<file path="config.mk">
export PLATFORM = sky130hd
export DESIGN_NAME = hall_req_bank
export DESIGN_NICKNAME = d
export VERILOG_FILES = /design/src/rtl/hall_req_bank.sv
export SDC_FILE = /design/constraint.sdc
export NUM_CORES = 1
export LEC_CHECK = 0
export CORE_MARGIN = 2
export CORE_UTILIZATION = 58
export CTS_CLUSTER_SIZE = 24
export DETAILED_ROUTE_END_ITERATION = 10
export DONT_BUFFER_PORTS = 1
export GPL_TIMING_DRIVEN = 1
export PLACE_DENSITY = 0.76
export SYNTH_ARGS = -nofsm -noshare
export SYNTH_HDL_FRONTEND = slang
export SYNTH_SLANG_ARGS = --single-unit
</file>
<file path="constraint.sdc">
create_clock -name clk -period 5.7 [get_ports clk]
set_input_delay 1.14 -clock clk [delete_from_list [all_inputs] [get_ports clk]]
set_output_delay 1.14 -clock clk [all_outputs]
set_load 0.05 [all_outputs]
</file>
<file path="src/rtl/hall_req_bank.sv">
// hall_req_bank
// Bank of hall-call request registers, one up/down pair per floor.
// Each floor's pulsed push button steps its request OFF -> UP -> DN -> BOTH
// (end floors allow only their single legal direction). The lift controller
// clears requests per floor and direction. Also provides aggregated demand
// relative to the current floor and per-floor ageing with an oldest pointer.
//
// Ports:
//   clk, resetb            clock, asynchronous active-low reset
//   slowref                tick enable; state only advances when high
//   hall_en                accept new presses (clears always honoured)
//   pbpulse[NFLOORS]       per-floor button press pulse
//   clrup/clrdn[NFLOORS]   per-floor clear of UP / DOWN request
//   curfloor[FW]           current lift floor
//   upreq/dnreq[NFLOORS]   registered per-floor requests
//   req_above/req_below    any request above / below curfloor
//   req_here_up/_dn        request at curfloor
//   stale[NFLOORS]         per-floor age counter saturated
//   oldest_vld/_floor      oldest pending floor (ties to lowest index)
module hall_req_bank #(
  parameter int NFLOORS = 4,
  parameter int FW      = 2,
  parameter int AGEW    = 8
) (
  input  logic               clk,
  input  logic               resetb,
  input  logic               slowref,
  input  logic               hall_en,
  input  logic [NFLOORS-1:0] pbpulse,
  input  logic [NFLOORS-1:0] clrup,
  input  logic [NFLOORS-1:0] clrdn,
  input  logic [FW-1:0]      curfloor,
  output logic [NFLOORS-1:0] upreq,
  output logic [NFLOORS-1:0] dnreq,
  output logic               req_above,
  output logic               req_below,
  output logic               req_here_up,
  output logic               req_here_dn,
  output logic [NFLOORS-1:0] stale,
  output logic               oldest_vld,
  output logic [FW-1:0]      oldest_floor
);

  localparam logic [AGEW-1:0] AGE_MAX = '1;

  logic [NFLOORS-1:0] up_q, up_d;
  logic [NFLOORS-1:0] dn_q, dn_d;
  logic [AGEW-1:0]    age_q [NFLOORS];
  logic [AGEW-1:0]    age_d [NFLOORS];
  logic [AGEW-1:0]    best_age;

  // Next-state logic: illegal encodings fall back to OFF, then clears take
  // priority over a press on the same floor.
  always_comb begin
    up_d = up_q;
    dn_d = dn_q;
    for (int f = 0; f < NFLOORS; f++) begin
      age_d[f] = age_q[f];
    end
    if (slowref) begin
      for (int f = 0; f < NFLOORS; f++) begin
        if ((f == 0 && dn_q[f]) || (f == NFLOORS-1 && up_q[f])) begin
          up_d[f] = 1'b0;
          dn_d[f] = 1'b0;
        end else if (clrup[f] || clrdn[f]) begin
          up_d[f] = up_q[f] & ~clrup[f];
          dn_d[f] = dn_q[f] & ~clrdn[f];
        end else if (hall_en && pbpulse[f]) begin
          if (f == 0) begin
            up_d[f] = 1'b1;
            dn_d[f] = 1'b0;
          end else if (f == NFLOORS-1) begin
            up_d[f] = 1'b0;
            dn_d[f] = 1'b1;
          end else if (!up_q[f] && !dn_q[f]) begin
            up_d[f] = 1'b1;
            dn_d[f] = 1'b0;
          end else if (up_q[f] && !dn_q[f]) begin
            up_d[f] = 1'b0;
            dn_d[f] = 1'b1;
          end else begin
            up_d[f] = 1'b1;
            dn_d[f] = 1'b1;
          end
        end
        // Age only grows while the floor was already pending; a floor
        // leaving OFF or returning to OFF sits at zero.
        if (!(up_d[f] || dn_d[f])) begin
          age_d[f] = '0;
        end else if (up_q[f] || dn_q[f]) begin
          age_d[f] = (age_q[f] == AGE_MAX) ? AGE_MAX : age_q[f] + AGEW'(1);
        end else begin
          age_d[f] = '0;
        end
      end
    end
  end

  always_ff @(posedge clk or negedge resetb) begin
    if (!resetb) begin
      up_q <= '0;
      dn_q <= '0;
      for (int f = 0; f < NFLOORS; f++) begin
        age_q[f] <= '0;
      end
    end else begin
      up_q <= up_d;
      dn_q <= dn_d;
      for (int f = 0; f < NFLOORS; f++) begin
        age_q[f] <= age_d[f];
      end
    end
  end

  assign upreq = up_q;
  assign dnreq = dn_q;

  // Demand relative to curfloor; an out-of-range curfloor reports nothing.
  always_comb begin
    req_above   = 1'b0;
    req_below   = 1'b0;
    req_here_up = 1'b0;
    req_here_dn = 1'b0;
    if (int'(curfloor) < NFLOORS) begin
      for (int f = 0; f < NFLOORS; f++) begin
        if (up_q[f] || dn_q[f]) begin
          if (f > int'(curfloor)) req_above = 1'b1;
          if (f < int'(curfloor)) req_below = 1'b1;
        end
        if (f == int'(curfloor)) begin
          req_here_up = up_q[f];
          req_here_dn = dn_q[f];
        end
      end
    end
  end

  // Oldest pending floor; strict comparison keeps ties on the lowest index.
  always_comb begin
    oldest_vld   = 1'b0;
    oldest_floor = '0;
    best_age     = '0;
    for (int f = 0; f < NFLOORS; f++) begin
      stale[f] = (age_q[f] == AGE_MAX);
      if ((up_q[f] || dn_q[f]) && (!oldest_vld || age_q[f] > best_age)) begin
        oldest_vld   = 1'b1;
        oldest_floor = FW'(f);
        best_age     = age_q[f];
      end
    end
  end

endmodule

</file>
==> out/qor.csv, run 1 <==
stage,metric,value,unit
placement,place_hpwl,6.17,mm
pwr,leakagePower,1.62,nW
sta,fmax,160,MHz
pwr,p_per_area,178,mW/mm^2
grt,antenna_found_initial,0,
floorplanning,die_area,0.00588,mm^2
sta,worst_slew_pin_slew,1.05,ns
sta,slew_headroom,30.9,%
sta,worst_clock_skew,0.00928,ns
pwr,irDropWorstVdd,181,uV
floorplanning,die_w,76.7,um
grt,grt_start_max_net_pins,55,
layout,syn_to_final_growth,21.1,%
setup_path,cp.arrival,5.12,ns
clock_tree,clock_sink_count,40,
sta,rsz0062_at_grt,yes,
yosys,avgSynthCellArea,8.17,um^2
grt,grt_util_all_layers,30.2,%
floorplanning,row_count,26,
setup_path,cp.required,4.56,ns
yosys,ys.warnings.count,0,
setup_path,crit_path_max_fanout,8,
yosys,synthArstFlopShare,100,%
flow_run,maxCapViolCount,0,
detailed_routing,drt-total-wl,8.87,mm
clock_tree,cts_tree,done,
detailed_routing,ant_nets,0,
detailed_routing,drt_iter0_markers,189,
layout,diodes,0,
floorplanning,die_h,76.7,um
clock_tree,clk_latency,0.29,ns
clock_tree,htreeDepth,2,
setup_path,endpoint_kind,output pin,
placement,routabilityCongestion,0.925,
clock_tree,cts_max_path_buffers,2,
detailed_routing,drc,0,
yosys,syn_nets,421,
clock_tree,root_buffer,clkbuf_8,
yosys,synth-seq-area-share,32.7,%
layout,stdcell_area,0.00371,mm^2
layout,final_common_cell,o21ai_0,
floorplanning,core,0.00511,mm^2
outcome,status,"complete, but fails checks",
setup_path,start_kind,flop,
clock_tree,clk_pin_slew,0.09,ns
outcome,violations,setup timing,
sta,finalHoldViolations,0,
layout,nets,456,
floorplanning,initial_core_util,60.0,%
worst_hold_path,holdCritPathClass,in2async,
layout,drive_gt1_share,22.4,%
grt,grt_pass1_vias,3004,
sta,setup_viol,2,
floorplanning,pin_count,37,
yosys,synth_edf_count,0,
sta,final_max_slew_viol_count,0,
yosys,synth_ff_type,dfrtp_1,
yosys,synth_cell_type_count,41,
yosys,syn_area,0.00306,mm^2
placement,port_buffers,0,
pwr,power.total,0.000662,W
grt,grt_overflow_total,0,
grt,grt_pass1_wl,14.4,mm
setup_path,crit_type,reg2out,
detailed_routing,firstDrtPassIters,5,
sta,finalCritPeriodShare,110,%
sta,period_minus_slack,6.26,ns
placement,placed_area,0.00339,mm^2
clock_tree,cts_buffers,5,
yosys,synth_cells,375,
sta,fin_ws,-0.555,ns
detailed_routing,routedWlPerCell,18.4,um
layout,final_cell_mix,"o21ai_0 (48), dfrtp_1 (38), buf_4 (37)",
yosys,ys_ff_latch,40,
detailed_routing,routed-via-count,3092,
detailed_routing,via_per_inst,6.43,
-- per-stage QoR --
step	TNS (ns)	worst slack (ns)	util (%)	hold WS, ns	std cells
final	-1.10	-0.555	72.6	0.524	481
after floorplan	-0.295	-0.153	-	0.488	375
after global placement	-0.282	-0.147	66.5	0.517	461
after detailed placement	-0.408	-0.208	66.5	0.533	461
after global routing	-1.44	-0.723	72.6	0.508	481
after CTS	-0.707	-0.359	71.3	0.529	478
-- cell families (layout without fill, tap and decap cells) --
family          count (synthesis)  count (layout)  share of synthesized area (%)
flops                          40              40                           32.7
fa+ha+maj                      28              28                           11.4
mux                             7               7                           3.39
simple gates                  119             119                           19.2
buf+inv                        40              76                           5.15
compound gates                141             141                           28.1
-- Yosys cell counts, types with 2 or more instances --
cell type / number / area share [%]
mux2i_1: 4 / 1.3
and4_1: 4 / 1.1
nand2_1: 33 / 4.0
o21a_1: 7 / 1.7
clkbuf_1: 11 / 1.3
o21ai_1: 2 / 0.33
dfrtp_1: 40 / 33
nor3_1: 7 / 1.1
o31ai_1: 9 / 2.2
nor2b_1: 9 / 1.8
inv_1: 28 / 3.4
a32o_1: 5 / 1.6
a21oi_1: 35 / 5.7
a21o_1: 3 / 0.74
nand4_1: 2 / 0.41
nor2_1: 29 / 3.6
a211oi_1: 2 / 0.49
nand3_1: 17 / 2.8
a41oi_1: 4 / 1.1
a21boi_0: 6 / 1.5
and4b_1: 2 / 0.65
ha_1: 28 / 11
a41o_1: 2 / 0.65
or2_2: 2 / 0.41
a22o_1: 5 / 1.4
a22oi_1: 2 / 0.49
and3_1: 10 / 2.0
o211ai_1: 2 / 0.49
o21ai_0: 53 / 8.7
-- worst paths after layout --
check	depth (start not counted)	slack, ns	start	end
worst max register to register	5	3.67	upreq[2]	age_q[11]
worst min register to register	2	0.55	age_q[2]	age_q[2]
min in group clk	2	0.55	age_q[2]	age_q[2]
worst min-delay path	0	0.52	resetb	age_q[19]
max in group asynchronous	0	5.08	resetb	dnreq[0]
worst max-delay path	25	-0.56	upreq[0]	oldest_floor[0]
-- cell type report --
type | count | area (um^2)
clock buffer | 6 | 82.6
clock inverter | 2 | 15.0
fill | 390 | 1400
inverter | 28 | 105
multi-input combinational | 295 | 2100
sequential | 40 | 1000
tap | 70 | 87.6
timing repair buffer | 40 | 312
-- where the power goes --
group / total, W / switching (W) / internal (W)
Clock: 0.000205 / 0.000107 / 0.0000981
Sequential: 0.000301 / 0.0000124 / 0.000289
Combinational: 0.000156 / 0.0000998 / 0.0000559
-- worst max-delay path: stages, from the launching register on --
cell and delay (ns):
dfrtp_2 0.43, or2_4 0.31, nand2_4 0.09, ha_4 0.20
a211oi_2 0.17, nor2_1 0.09, buf_4 0.15, o31ai_4 0.29
o31a_1 0.22, buf_6 0.14, a22oi_2 0.09, a21boi_2 0.17
ha_1 0.31, and4_1 0.20, a31oi_1 0.24, o21ai_2 0.11
a21oi_2 0.20, a21oi_2 0.05, a22o_1 0.23, ha_4 0.22
a21o_1 0.17, a21o_1 0.14, a21oi_1 0.11, nand2_1 0.10
o21ai_4 0.22, o21ai_4 0.16
-- what timing repair did --
item,in CTS,in global routing
gates resized for setup,18,13
pin swaps,12,17
setup endpoints to repair,2,2
setup buffers,9,3
hold buffers,0,0
-- metal layers --
metal / vias up / track usage [%] / routed length, um
met5: - / 0 / 0
met4: 0 / 9.64 / 213
met3: 25 / 6.47 / 742
met2: 161 / 48.1 / 4180
met1: 1451 / 41.2 / 3740
li1: 1455 / - / -
-- registers in the layout, indices dropped and copies added, names as in the netlist --
name and cells:
dnreq 4, upreq 4, age_q 32
(Power assumes the default switching activity.)
==> inputs of run 2 (changes only) <==
--- a/config.mk
+++ b/config.mk
@@ -5,6 +5,7 @@
 export SDC_FILE = /design/constraint.sdc
 export NUM_CORES = 1
 export LEC_CHECK = 0
+export CAP_MARGIN = 15
 export CORE_MARGIN = 2
 export CORE_UTILIZATION = 58
 export CTS_CLUSTER_SIZE = 24
==> results of run 2 <==
No change in the layout: final DEF, timing and power equal those of run 1.
